[config.mk]
export PLATFORM = sky130hd
export DESIGN_NAME = bat_move_accum
export DESIGN_NICKNAME = d
export VERILOG_FILES = /design/src/rtl/pong_pkg.sv /design/src/rtl/quad_decoder.sv /design/src/rtl/bat_move_accum.sv
export SDC_FILE = /design/constraint.sdc
export NUM_CORES = 1
export LEC_CHECK = 0
export BUFFER_PORTS_ARGS = -buffer_cell sky130_fd_sc_hd__buf_4
export CAP_MARGIN = 20
export CORE_ASPECT_RATIO = 2
export CORE_UTILIZATION = 55
export CTS_CLUSTER_SIZE = 20
export DETAILED_ROUTE_END_ITERATION = 8
export GPL_TIMING_DRIVEN = 0
export PLACE_DENSITY = 0.73
export SLEW_MARGIN = 20
export SYNTH_ARGS = -nofsm -noshare
export SYNTH_HDL_FRONTEND = slang
export SYNTH_SLANG_ARGS = --single-unit
[constraint.sdc]
create_clock -name glb_clk -period 4.65 [get_ports glb_clk]
set_input_delay 1.395 -clock glb_clk [delete_from_list [all_inputs] [get_ports glb_clk]]
set_output_delay 1.395 -clock glb_clk [all_outputs]
set_load 0.01 [all_outputs]
[src/rtl/pong_pkg.sv]
// Shared widths, quadrature phase encodings and the signed clamp used by the
// bat input front end.
package pong_pkg;

    localparam int MOVE_W = 9;
    localparam int ACC_W  = 10;

    typedef enum logic [1:0] {
        Q00 = 2'b00,
        Q01 = 2'b01,
        Q11 = 2'b11,
        Q10 = 2'b10
    } quad_t;

    // Clamp v into [-lim, +lim]; the two guard bits on v absorb one add.
    function automatic logic signed [ACC_W-1:0] sat_signed(
        input logic signed [ACC_W+1:0] v,
        input logic signed [ACC_W+1:0] lim
    );
        logic signed [ACC_W+1:0] r;
        if (v > lim) begin
            r = lim;
        end else if (v < -lim) begin
            r = -lim;
        end else begin
            r = v;
        end
        return r[ACC_W-1:0];
    endfunction

endpackage

[src/rtl/quad_decoder.sv]
// Quadrature step decoder: compares the synced phases with last clock's
// phases and flags one step per legal single-bit transition.
module quad_decoder
    import pong_pkg::*;
(
    input  logic clk,
    input  logic rst,
    input  logic a,
    input  logic b,
    output logic step_valid,
    output logic step_dir
);

    logic [1:0] prev_q;
    logic [1:0] prev_d;
    logic [1:0] cur;

    always_comb begin
        cur        = {a, b};
        prev_d     = cur;
        step_valid = 1'b0;
        step_dir   = 1'b0;
        // step_dir=1 follows 00->01->11->10->00; double-bit jumps fall through
        case (prev_q)
            Q00: begin
                if (cur == Q01) begin
                    step_valid = 1'b1;
                    step_dir   = 1'b1;
                end else if (cur == Q10) begin
                    step_valid = 1'b1;
                end
            end
            Q01: begin
                if (cur == Q11) begin
                    step_valid = 1'b1;
                    step_dir   = 1'b1;
                end else if (cur == Q00) begin
                    step_valid = 1'b1;
                end
            end
            Q11: begin
                if (cur == Q10) begin
                    step_valid = 1'b1;
                    step_dir   = 1'b1;
                end else if (cur == Q01) begin
                    step_valid = 1'b1;
                end
            end
            default: begin
                if (cur == Q00) begin
                    step_valid = 1'b1;
                    step_dir   = 1'b1;
                end else if (cur == Q11) begin
                    step_valid = 1'b1;
                end
            end
        endcase
    end

    always_ff @(posedge clk) begin
        if (rst) begin
            prev_q <= Q00;
        end else begin
            prev_q <= prev_d;
        end
    end

endmodule

[src/rtl/bat_move_accum.sv]
// Per-bat input front end: encoder and buttons become one signed move delta
// per frame, latched on vsync fall, plus a human-presence flag with timeout.
module bat_move_accum
    import pong_pkg::*;
#(
    parameter int SYNC_STAGES = 2,
    parameter int ENC_SHIFT   = 1,
    parameter int BTN_STEP    = 4,
    parameter int MAX_MOVE    = 127,
    parameter int IDLE_FRAMES = 500
) (
    input  logic                     glb_clk,
    input  logic                     reset,
    input  logic                     enc_a,
    input  logic                     enc_b,
    input  logic                     btn_up_n,
    input  logic                     btn_down_n,
    input  logic                     vsync,
    output logic signed [MOVE_W-1:0] move,
    output logic                     human
);

    localparam int IDLE_W = $clog2(IDLE_FRAMES + 1);
    localparam logic signed [ACC_W+1:0] ENC_INC = (ACC_W+2)'(1 << ENC_SHIFT);
    localparam logic signed [ACC_W+1:0] BTN_INC = (ACC_W+2)'(BTN_STEP);
    localparam logic signed [ACC_W+1:0] LIM     = (ACC_W+2)'(MAX_MOVE);
    localparam logic [IDLE_W-1:0]       IDLE_MAX = IDLE_W'(IDLE_FRAMES);
    // Synchronizer lane order {enc_a, enc_b, btn_up_n, btn_down_n}; buttons idle high
    localparam logic [3:0]              SYNC_RST = 4'b0011;

    logic [SYNC_STAGES-1:0][3:0] sync_q, sync_d;
    logic                        vsync_dly_q, vsync_dly_d;
    logic signed [ACC_W-1:0]     acc_q, acc_d;
    logic signed [MOVE_W-1:0]    move_q, move_d;
    logic                        human_q, human_d;
    logic [IDLE_W-1:0]           idle_q, idle_d;
    logic                        act_seen_q, act_seen_d;

    logic                        enc_a_s, enc_b_s, up_pressed, down_pressed;
    logic                        step_valid, step_dir;
    logic                        fe, activity;
    logic signed [ACC_W+1:0]     acc_ext, step_val, btn_val;
    logic signed [ACC_W-1:0]     move_full;

    always_comb begin
        sync_d[0] = {enc_a, enc_b, btn_up_n, btn_down_n};
        for (int i = 1; i < SYNC_STAGES; i++) begin
            sync_d[i] = sync_q[i-1];
        end
        vsync_dly_d = vsync;
    end

    assign enc_a_s      = sync_q[SYNC_STAGES-1][3];
    assign enc_b_s      = sync_q[SYNC_STAGES-1][2];
    assign up_pressed   = ~sync_q[SYNC_STAGES-1][1];
    assign down_pressed = ~sync_q[SYNC_STAGES-1][0];
    assign fe           = vsync_dly_q & ~vsync;

    quad_decoder u_quad (
        .clk        (glb_clk),
        .rst        (reset),
        .a          (enc_a_s),
        .b          (enc_b_s),
        .step_valid (step_valid),
        .step_dir   (step_dir)
    );

    // Accumulate encoder steps; on frame event publish acc+buttons and restart
    always_comb begin
        acc_ext   = {{2{acc_q[ACC_W-1]}}, acc_q};
        step_val  = step_dir ? ENC_INC : -ENC_INC;
        btn_val   = '0;
        if (up_pressed && !down_pressed) begin
            btn_val = BTN_INC;
        end else if (down_pressed && !up_pressed) begin
            btn_val = -BTN_INC;
        end
        move_full = sat_signed(acc_ext + btn_val, LIM);
        acc_d     = acc_q;
        move_d    = move_q;
        if (fe) begin
            move_d = move_full[MOVE_W-1:0];
            acc_d  = step_valid ? sat_signed(step_val, LIM) : '0;
        end else if (step_valid) begin
            acc_d  = sat_signed(acc_ext + step_val, LIM);
        end
    end

    // A step coinciding with fe belongs to the next frame, so it re-arms act_seen
    always_comb begin
        activity   = step_valid | up_pressed | down_pressed;
        act_seen_d = fe ? activity : (act_seen_q | activity);
        idle_d     = idle_q;
        human_d    = human_q;
        if (activity) begin
            human_d = 1'b1;
            idle_d  = '0;
        end else if (fe && !act_seen_q && idle_q != IDLE_MAX) begin
            idle_d = idle_q + IDLE_W'(1);
            if (idle_q + IDLE_W'(1) == IDLE_MAX) begin
                human_d = 1'b0;
            end
        end
    end

    always_ff @(posedge glb_clk) begin
        if (reset) begin
            sync_q      <= {SYNC_STAGES{SYNC_RST}};
            vsync_dly_q <= 1'b1;
            acc_q       <= '0;
            move_q      <= '0;
            human_q     <= 1'b0;
            idle_q      <= '0;
            act_seen_q  <= 1'b0;
        end else begin
            sync_q      <= sync_d;
            vsync_dly_q <= vsync_dly_d;
            acc_q       <= acc_d;
            move_q      <= move_d;
            human_q     <= human_d;
            idle_q      <= idle_d;
            act_seen_q  <= act_seen_d;
        end
    end

    assign move  = move_q;
    assign human = human_q;

endmodule

==> results of run 1 <==
layout make-up:
type	count	area (um^2)	share of cell area, %
repair buffers	16	120	4.05
flip-flops and latches	41	821	27.7
clock inverters	3	43.8	1.48
multi-input cells	248	1730	58.3
clock buffers	5	68.8	2.32
well taps	55	68.8	2.32
inverters	15	56.3	1.90
plain buffers	13	57.6	1.94
layout by cell type (no fill, tap or decap), types with 12 or more instances in the layout:
master   instances
buf_4           16
nand2_1         29
xor2_1          12
nor2_1          25
ha_1            21
a21oi_1         19
inv_1           15
dfxtp_1         41
synthesized netlist by cell type (2+ instances only):
cell type	number	area [um^2]
o311ai_1	3	26.3
o21bai_1	2	15.0
a221o_1	3	30.0
nor3b_1	2	15.0
nand3_1	9	45.0
inv_1	15	56.3
clkbuf_1	9	33.8
a221oi_1	2	17.5
nand4_1	4	25.0
xor2_1	12	105
dfxtp_1	41	821
or2_2	5	31.3
a211o_1	2	17.5
o21ai_0	6	30.0
o211ai_1	4	30.0
nor2_1	25	93.8
buf_1	2	7.51
a21oi_1	19	95.1
and3_1	9	56.3
a21oi_2	2	17.5
a31oi_1	2	12.5
o2111ai_1	2	17.5
or3_1	3	18.8
nand2_1	29	109
nand2b_1	2	12.5
a32oi_1	2	17.5
ha_1	21	263
a211oi_1	6	45.0
a2111oi_2	2	30.0
nor3_1	9	45.0
xnor2_1	5	43.8
o21ai_1	8	40.0
o21a_1	4	30.0
nor2b_1	7	43.8
and2_1	3	18.8
a22oi_1	2	15.0
or4_1	2	15.0
a21o_1	7	52.6
flip-flops by register name (all words and copies together), names as in the netlist:
name	cells
sync_d	4
vsync_dly_q	1
u_quad.prev_q	2
sync_q	2
move	9
enc_b_s	1
human	1
idle_q	9
act_seen_q	1
enc_a_s	1
acc_q	10
routing by layer:
layer / vias to the layer above / track usage (%) / share of wire, %
li1: 1206 / - / -
met1: 1125 / 24.4 / 38
met2: 42 / 51.5 / 56
met3: 18 / 4.70 / 2.7
met4: 0 / 13.0 / 3.0
met5: - / 0 / 0
critical path: cells and delay by family (launching register included):
kind	cells	cell delay (ns)
AND/OR/NAND/NOR	3	0.67
adder cells (fa/ha/maj)	2	0.43
AO/OA/AOI/OAI	5	1.40
XOR/XNOR	1	0.09
buffers and inverters	3	0.61
flip-flops	1	0.36
worst max path at each step:
stage | startpoint | to | cells past startpoint | slack (ns)
after floorplan | u_quad.prev_q[0] | acc_q[4] | 14 | 1.43
after global placement | u_quad.prev_q[0] | acc_q[4] | 14 | 1.03
after detailed placement | enc_a_s | acc_q[4] | 14 | 0.97
after CTS | u_quad.prev_q[0] | acc_q[4] | 14 | 0.98
after global routing | enc_a_s | acc_q[4] | 14 | 0.63
final | u_quad.prev_q[0] | acc_q[2] | 14 | 0.95
per-stage QoR:
step	util, %	instances	setup WS [ns]	cell area [um^2]	power, mW
finish	63.8	396	0.954	2960	1.28
global route	63.8	396	0.626	2960	1.36
CTS	63.8	396	0.979	2960	1.28
detailed placement	61.4	388	0.974	2850	0.992
global placement	61.4	388	1.03	2850	0.986
floorplan	-	317	1.43	2660	0.852
kinds of logic after synthesis:
group | after synthesis | share of synthesized area, %
compound gates | 86 | 23.6
xor+xnor | 17 | 5.59
fa+ha+maj | 22 | 10.6
buf+inv | 28 | 4.28
flops | 41 | 30.8
mux | 2 | 0.846
simple gates | 121 | 24.2
report_power, final:
group          switching (mW)  leakage, nW  total (mW)  internal [mW]
clock network           0.131       0.0585       0.292          0.161
registers              0.0317        0.336       0.426          0.395
logic                   0.337        0.847       0.564          0.227
total                   0.500         1.24        1.28          0.782
==> run_results.csv, run 1 <==
group,metric,value,unit
worst_setup_path,critPathMaxFanout,10,
hold_path,whs_path_depth,1,
floorplan,die-width,51.2,um
clock_tree,cts_setup_buffers,0,
clock_tree,clock-root-buffer,"clkbuf_8",
floorplan,core,4640,um^2
worst_setup_path,path_cells,"inv_1 -> ha_1 -> nor2b_1 -> a21oi_1 -> buf_2 -> xnor2_1 -> ha_1 -> buf_1 -> nor3_1 -> nand3b_1 -> a2111oi_2 -> o31ai_4 -> a221oi_1 -> a211oi_1",
worst_setup_path,start_kind,"flop",
logic_synthesis,syn_area,2660,um^2
timing,tightestPinTransition,0.722,ns
drt,post_drt_wl_per_cell,15.3,um
cells_and_area,nNetsFinal,369,
cells_and_area,syn2layout_area_growth,11.3,%
logic_synthesis,syn_inst,317,
global_routing,grt_usage,26.3,%
drt,vias,2391,
timing,whs,0.416,ns
worst_setup_path,r2r-start,"u_quad.prev_q[0]",
clock_tree,cts.sinks,41,
clock_tree,cts_buffers,5,
clock_tree,cts_resized,0,
floorplan,rows,35,
global_routing,grt_antenna_before_repair,0,
placement,hpwlAfterDp,4.73,mm
logic_synthesis,yosys_warnings,0,
drt,ant_nets,0,
timing,tns,0,ns
logic_synthesis,ys_seq_area_share,30.8,%
power,powerDensity,433,nW/um^2
worst_setup_path,reg2reg_depth,14,
worst_setup_path,slowest_stage,"a2111oi_2",
drt,dr.pass1.iters,4,
power,cellLeakagePower,1.24,nW
global_routing,grt_pass1_vias,2301,
logic_synthesis,syn_nets,346,
clock_tree,cts_tree,"built",
logic_synthesis,synth_edf_count,0,
cells_and_area,diodes,0,
floorplan,die_area,5140,um^2
worst_setup_path,required,4.82,ns
logic_synthesis,synth_flop_cell,"dfxtp_1",
floorplan,die_height,100,um
timing,setup_viol,0,
hold_path,hold_path.class,"reg2reg",
clock_tree,clock_path_buffers,2,
worst_setup_path,r2r-end,"acc_q[2]",
worst_setup_path,r2r_setup_slack,0.95,ns
placement,place.port_buffers,16,
hold_path,min-delay-start,"sync_d[5]",
logic_synthesis,syn_avg_cell_area,8.40,um^2
logic_synthesis,yosysUniqueCellTypes,63,
cells_and_area,drive_gt1_share,12.3,%
drt,via_per_inst,6.04,
logic_synthesis,yosys_register_bits,41,
hold_path,min_to,"sync_q[5]",
timing,hold_violations,0,
drt,routed_wl,6.06,mm
floorplan,initial_core_util,57.3,%
worst_setup_path,critical_path_class,"reg2reg",
timing,max_freq,271,MHz
job,max-cap-violations,0,
clock_tree,clkTransAtPathRegs,0.09,ns
logic_synthesis,async_flop_share,0,%
drt,drtIter0Drc,48,
global_routing,grt_max_degree,15,
global_routing,gr-total-overflow,0,
worst_setup_path,slowest_delay,0.48,ns
cells_and_area,nFillCells,452,
timing,grt_setup_unrepaired,"no",
placement,place.gp.congestion,0.812,
timing,maxSlewHeadroom,51.9,%
timing,slew_viol_final,0,
floorplan,num_io_pins,17,
power,ir_drop,0.348,mV
worst_setup_path,crit_top_cell,"ha_1",
drt,drc,0,
worst_setup_path,cp-end-kind,"flop",
clock_tree,clk_latency,0.31,ns
clock_tree,cts_hold_buf,0,
clock_tree,h-tree-depth,2,
outcome,status,"finished, final reports clean",
timing,skew,0.0128,ns
worst_setup_path,critPathArrivalTime,3.87,ns
timing,fin_crit,3.70,ns
timing,period_share,79.5,%
global_routing,grt_pass1_wl,10.1,mm
(Power assumes the default switching activity.)
==> run 2: changes to the inputs <==
- PLACE_DENSITY: 0.73 -> 0.76
- clock period: 4.65 -> 3.2 ns (I/O delays scaled with it)
==> run 2 against run 1 <==
- final cell count up 2.3%
- power rose by 55%
- via count grew 5.3%
- clock skew is 0.0056 ns lower
- critical path type unchanged
- largest power group unchanged
==> run_results.csv, run 2 (synthesis results as in run 1) <==
group,metric,value,unit
worst_setup_path,cp-end-kind,"flop",
timing,tightestPinTransition,0.734,ns
clock_tree,cts.sinks,41,
placement,place.port_buffers,16,
floorplan,die_area,5140,um^2
power,power.switching,0.767,mW
drt,drtIter0Drc,47,
timing,maxSlewHeadroom,51.0,%
cells_and_area,register_area,823,um^2
power,p_total,1.99,mW
cells_and_area,largest_register,"acc_q",
cells_and_area,nFillCells,393,
power,cellLeakagePower,1.31,nW
cells_and_area,syn2layout_area_growth,17.9,%
worst_setup_path,critPathArrivalTime,3.35,ns
worst_setup_path,start_kind,"flop",
clock_tree,clkTransAtPathRegs,0.07,ns
timing,period_share,97.9,%
cells_and_area,nNetsFinal,378,
placement,place.gp.congestion,0.844,
worst_setup_path,critical_path_class,"reg2reg",
clock_tree,clock_path_buffers,2,
cells_and_area,layout_common_cells,"39 x dfxtp_1, 29 x nand2_1, 26 x buf_4",
placement,hpwlAfterDp,4.75,mm
cells_and_area,diodes,0,
job,max-cap-violations,0,
floorplan,num_io_pins,17,
clock_tree,cts_buffers,5,
global_routing,grt_antenna_before_repair,0,
clock_tree,cts_tree,"built",
drt,vias,2517,
timing,whs,0.419,ns
timing,hold_violations,0,
drt,post_drt_wl_per_cell,16.2,um
hold_path,hold_path.class,"reg2reg",
drt,via_per_inst,6.21,
cells_and_area,layout_commonest_cell,"dfxtp_1",
global_routing,grt_usage,25.9,%
timing,tns,0,ns
power,powerDensity,633,nW/um^2
timing,fin_crit,3.13,ns
floorplan,die_height,100,um
clock_tree,cts_hold_buf,0,
global_routing,gr-total-overflow,0,
timing,setup_viol,0,
power,internal-power,1.22,mW
global_routing,grt_pass1_vias,2434,
power,p_comb_share,47.1,%
power,ir_drop,0.423,mV
floorplan,die-width,51.2,um
worst_setup_path,critPathMaxFanout,8,
global_routing,grt_max_degree,13,
power,p_seq_share,31.5,%
power,sw_frac_of_total,38.6,%
drt,routed_wl,6.57,mm
cells_and_area,drive_gt1_share,19.4,%
drt,drc,0,
clock_tree,clk_latency,0.29,ns
drt,ant_nets,0,
floorplan,initial_core_util,57.3,%
global_routing,grt_pass1_wl,10.2,mm
cells_and_area,largest_register_ffs,10,
floorplan,core,4640,um^2
timing,slew_viol_final,0,
power,p_clk_share,21.4,%
timing,max_freq,319,MHz
clock_tree,clock-root-buffer,"clkbuf_8",
floorplan,rows,35,
worst_setup_path,required,3.42,ns
outcome,status,"finished, final reports clean",
cells_and_area,multi_input_area,1820,um^2
timing,skew,0.00723,ns
drt,dr.pass1.iters,4,
clock_tree,h-tree-depth,2,
## run 2: worst max-delay path, cell delays in order (launching register included)
cell and delay, ns:
dfxtp_2 0.36, inv_1 0.07, ha_1 0.23, a22oi_2 0.21
a21oi_2 0.10, buf_4 0.15, buf_4 0.15, o41ai_1 0.30
xor2_1 0.46, a2111oi_4 0.12, o31ai_4 0.47, buf_4 0.21
nand3_1 0.06, o211ai_1 0.17
## run 2: timing repair
| item | CTS | global route |
|---|---|---|
| resized for setup | 6 | 14 |
| setup buffers | 1 | 9 |
| pin swaps | 0 | 8 |
| setup endpoints to repair | 7 | 14 |
## run 2: path summary, 6_finish.rpt
check	startpoint	end	slack, ns	cells after the start
worst max-delay path	enc_a_s	acc_q[6]	0.07	13
worst min-delay path	sync_d[4]	sync_q[4]	0.42	1
worst max register to register	enc_a_s	acc_q[6]	0.07	13
worst min register to register	sync_d[4]	sync_q[4]	0.42	1
## run 2: through the flow
stage | std cells | utilization (%) | setup WS (ns) | instance area [um^2]
3_5_place_dp | 388 | 61.6 | -0.368 | 2860
4_1_cts | 396 | 64.8 | 0.0350 | 3010
5_1_grt | 405 | 67.6 | -0.0404 | 3140
2_1_floorplan | 317 | - | 0.0396 | 2670
3_3_place_gp | 388 | 61.6 | -0.310 | 2860
6_report | 405 | 67.6 | 0.0674 | 3140
## run 2: area by class of cell
class                           instances  area share (%)
Multi-Input combinational cell        248            57.9
Buffer                                 12            1.91
Tap cell                               55            2.19
Inverter                               15            1.79
Timing Repair Buffer                   26            6.22
Clock buffer                            7            2.75
Clock inverter                          1           0.957
Sequential cell                        41            26.2
## run 2: metal layers
layer  track usage [%]  up-vias  wire length (um)
li1                  -     1227                 -
met5                 0        -                 0
met4              14.7        0               316
met3              3.64       31               132
met2              51.2       58              3710
met1              23.4     1201              2410
## run 2: power groups by stage
stage               logic [mW]  registers (mW)  clock network, mW
floorplan                0.612           0.630                  0
detailed placement       0.817           0.633                  0
global placement         0.804           0.631                  0
global route              1.01           0.632              0.452
finish                   0.936           0.625              0.425
CTS                      0.839           0.622              0.433
==> run 3: changes to the inputs <==
- CORE_MARGIN: unset -> 1
- CORE_UTILIZATION: 55 -> 30
- PLACE_DENSITY: 0.76 -> unset
- SYNTH_HIERARCHICAL: unset -> 1
==> run 3 against run 2 <==
- fmax shrank 6.2%
- combinational power grew 18%
- the flow now finishes with violations (setup timing)
- final cell count grew 25%
- critical path type unchanged
- sequential cell count is the same
- sequential share of layout area shrank 4.9 points
- critical path depth grew 1
- worst hold slack lost 0.012 ns
- setup slack lost 0.21 ns
- synthesized cell count grew 9.8%
- cell area grew 24%
- via count grew 8.4%
==> run_results.csv, run 3 <==
group,metric,value,unit
clock_tree,clock_path_buffers,2,
cells_and_area,largest_register_ffs,10,
floorplan,die_area,10200,um^2
timing,slew_viol_final,0,
drt,routed_wl,7.83,mm
power,powerDensity,598,nW/um^2
worst_setup_path,critPathMaxFanout,5,
logic_synthesis,yosysUniqueCellTypes,72,
global_routing,grt_max_degree,13,
worst_setup_path,slowest_stage,"a311o_2",
timing,setup_slack,-0.141,ns
timing,tightestPinTransition,0.787,ns
drt,via_per_inst,5.39,
power,cellLeakagePower,1.54,nW
cells_and_area,largest_register,"acc_q",
placement,dp_cells,468,
cells_and_area,layout_commonest_cell,"buf_4",
power,p_total,2.32,mW
logic_synthesis,syn_avg_cell_area,8.39,um^2
logic_synthesis,syn_area,2920,um^2
global_routing,grt_pass1_vias,2754,
floorplan,core,9380,um^2
logic_synthesis,yosys_warnings,6,
floorplan,num_io_pins,17,
logic_synthesis,syn_inst,348,
logic_synthesis,yosys_register_bits,41,
floorplan,rows,50,
timing,maxSlewHeadroom,47.2,%
worst_setup_path,critical_path_class,"reg2reg",
hold_path,min_to,"sync_q[4]",
logic_synthesis,synthTopCellsByCount,"41 x dfxtp_1, 32 x nor2_1, 30 x nand2_1, 24 x ha_1",
power,p_comb_share,47.4,%
clock_tree,clk_latency,0.29,ns
drt,vias,2728,
worst_setup_path,r2r_setup_slack,-0.14,ns
drt,ant_nets,0,
timing,grt_setup_unrepaired,"yes",
floorplan,initial_core_util,31.1,%
clock_tree,h-tree-depth,2,
clock_tree,cts_tree,"built",
power,p_seq_share,27.2,%
worst_setup_path,cp-end-kind,"flop",
cells_and_area,diodes,0,
clock_tree,cts_buffers,5,
placement,place.gp.congestion,0.908,
worst_setup_path,r2r-end,"acc_q[6]",
timing,period_share,104,%
logic_synthesis,async_flop_share,0,%
logic_synthesis,synthTopCellsByArea,"dfxtp_1 28%, ha_1 10%, nor2_1 4.1%",
hold_path,whs_path_depth,1,
power,internal-power,1.49,mW
placement,hpwlAfterDp,5.68,mm
outcome,status,"finished, violations left",
logic_synthesis,synth_top_area_share,28.1,%
timing,setup_viol,7,
global_routing,grt_pass1_wl,12.5,mm
power,power.switching,0.834,mW
placement,place.port_buffers,16,
worst_setup_path,slowest_delay,0.39,ns
timing,max_freq,299,MHz
power,ir_drop,0.416,mV
timing,hold_violations,0,
clock_tree,clkTransAtPathRegs,0.06,ns
logic_synthesis,yosysMostFrequentCell,"dfxtp_1",
hold_path,hold_path.class,"reg2reg",
power,sw_frac_of_total,35.9,%
logic_synthesis,ys_seq_area_share,28.1,%
worst_setup_path,start_kind,"flop",
cells_and_area,nNetsFinal,433,
drt,dr.pass1.iters,4,
logic_synthesis,synth_edf_count,0,
floorplan,die-width,71.8,um
drt,drc,0,
logic_synthesis,syn_nets,380,
global_routing,gr-total-overflow,0,
hold_path,min-delay-start,"sync_d[4]",
drt,post_drt_wl_per_cell,15.5,um
clock_tree,clock-root-buffer,"clkbuf_16",
logic_synthesis,synth_top_area_cell,"dfxtp_1",
timing,tns,-0.890,ns
cells_and_area,final_cells,506,
drt,drtIter0Drc,88,
timing,skew,0.00824,ns
cells_and_area,layout_common_cells,"45 x buf_4, 35 x dfxtp_1, 32 x nor2_1",
worst_setup_path,path_cells,"inv_2 -> ha_2 -> a222oi_1 -> mux2i_1 -> inv_2 -> buf_12 -> ha_4 -> a211oi_2 -> nor2_1 -> o22ai_2 -> mux2i_1 -> nor4_1 -> a311o_2 -> a2111oi_2",
power,p_clk_share,25.5,%
logic_synthesis,synth_flop_cell,"dfxtp_1",
job,max-cap-violations,0,
global_routing,grt_usage,15.9,%
worst_setup_path,critPathArrivalTime,3.54,ns
cells_and_area,syn2layout_area_growth,32.8,%
outcome,violations,"setup timing",
worst_setup_path,required,3.40,ns
clock_tree,cts.sinks,41,
global_routing,grt_antenna_before_repair,0,
cells_and_area,drive_gt1_share,33.3,%
worst_setup_path,reg2reg_depth,14,
timing,fin_crit,3.34,ns
worst_setup_path,r2r-start,"u_quad/prev_q[0]",
floorplan,die_height,142,um
## run 3: what timing repair did
action,in CTS,in global routing
resized for setup,40,15
setup endpoints to repair,14,13
pin swaps,31,12
hold buffers,0,0
setup buffers,26,5
## run 3: power groups by stage
| stage | logic, mW | clock network (mW) | registers, mW |
|---|---|---|---|
| CTS | 1.01 | 0.602 | 0.630 |
| finish | 1.10 | 0.591 | 0.630 |
| global placement | 0.803 | 0 | 0.634 |
| global route | 1.19 | 0.623 | 0.636 |
| floorplan | 0.621 | 0 | 0.619 |
| detailed placement | 0.821 | 0 | 0.634 |
## run 3: logic make-up after synthesis
kind of cell | count (synthesis) | synth area share [%]
fa+ha+maj | 25 | 11.0
xor+xnor | 21 | 6.30
simple gates | 126 | 22.3
buf+inv | 37 | 7.63
flops | 41 | 28.1
mux | 4 | 1.37
compound gates | 94 | 23.3
## run 3: metrics by stage
step           hold slack [ns]  instance area [um^2]  worst slack (ns)  util [%]
5_1_grt                  0.432                  3880            -0.351      41.3
3_5_place_dp             0.397                  3220            -0.622      34.4
3_3_place_gp             0.401                  3220            -0.585      34.4
2_1_floorplan            0.389                  2970            0.0120         -
4_1_cts                  0.410                  3750            -0.140      39.9
6_report                 0.407                  3880            -0.141      41.3
## run 3: per-layer routing
metal | GRT usage (%) | vias up | wire length (um)
met5 | 0 | - | 0
li1 | - | 1356 | -
met4 | 6.60 | 0 | 187
met1 | 13.6 | 1326 | 2720
met3 | 2.63 | 11 | 153
met2 | 33.6 | 35 | 4770
## run 3: cell type report
class	count	area [um^2]
clock buffers	7	143
plain buffers	16	136
well taps	104	130
repair buffers	47	373
multi-input cells	270	2160
fillers	958	5510
flip-flops and latches	41	828
inverters	20	77.6
clock inverters	1	30.0
## run 3: how the worst max path moves through the flow
stage | from | to | slack [ns]
floorplan | enc_a_s | acc_q[3] | 0.01
global placement | u_quad/prev_q[0] | acc_q[2] | -0.59
detailed placement | enc_a_s | acc_q[2] | -0.62
CTS | u_quad/prev_q[0] | acc_q[6] | -0.14
global route | enc_b_s | acc_q[6] | -0.35
finish | u_quad/prev_q[0] | acc_q[6] | -0.14
## run 3: worst max-delay path: cells and delay by family (launching register included)
kind / cells / cell delay (ns)
AOI/OAI and AO/OA: 5 / 1.50
muxes: 2 / 0.45
adders and majority gates: 2 / 0.37
buffers and inverters: 3 / 0.36
DFF: 1 / 0.35
and+or+nand+nor: 2 / 0.22
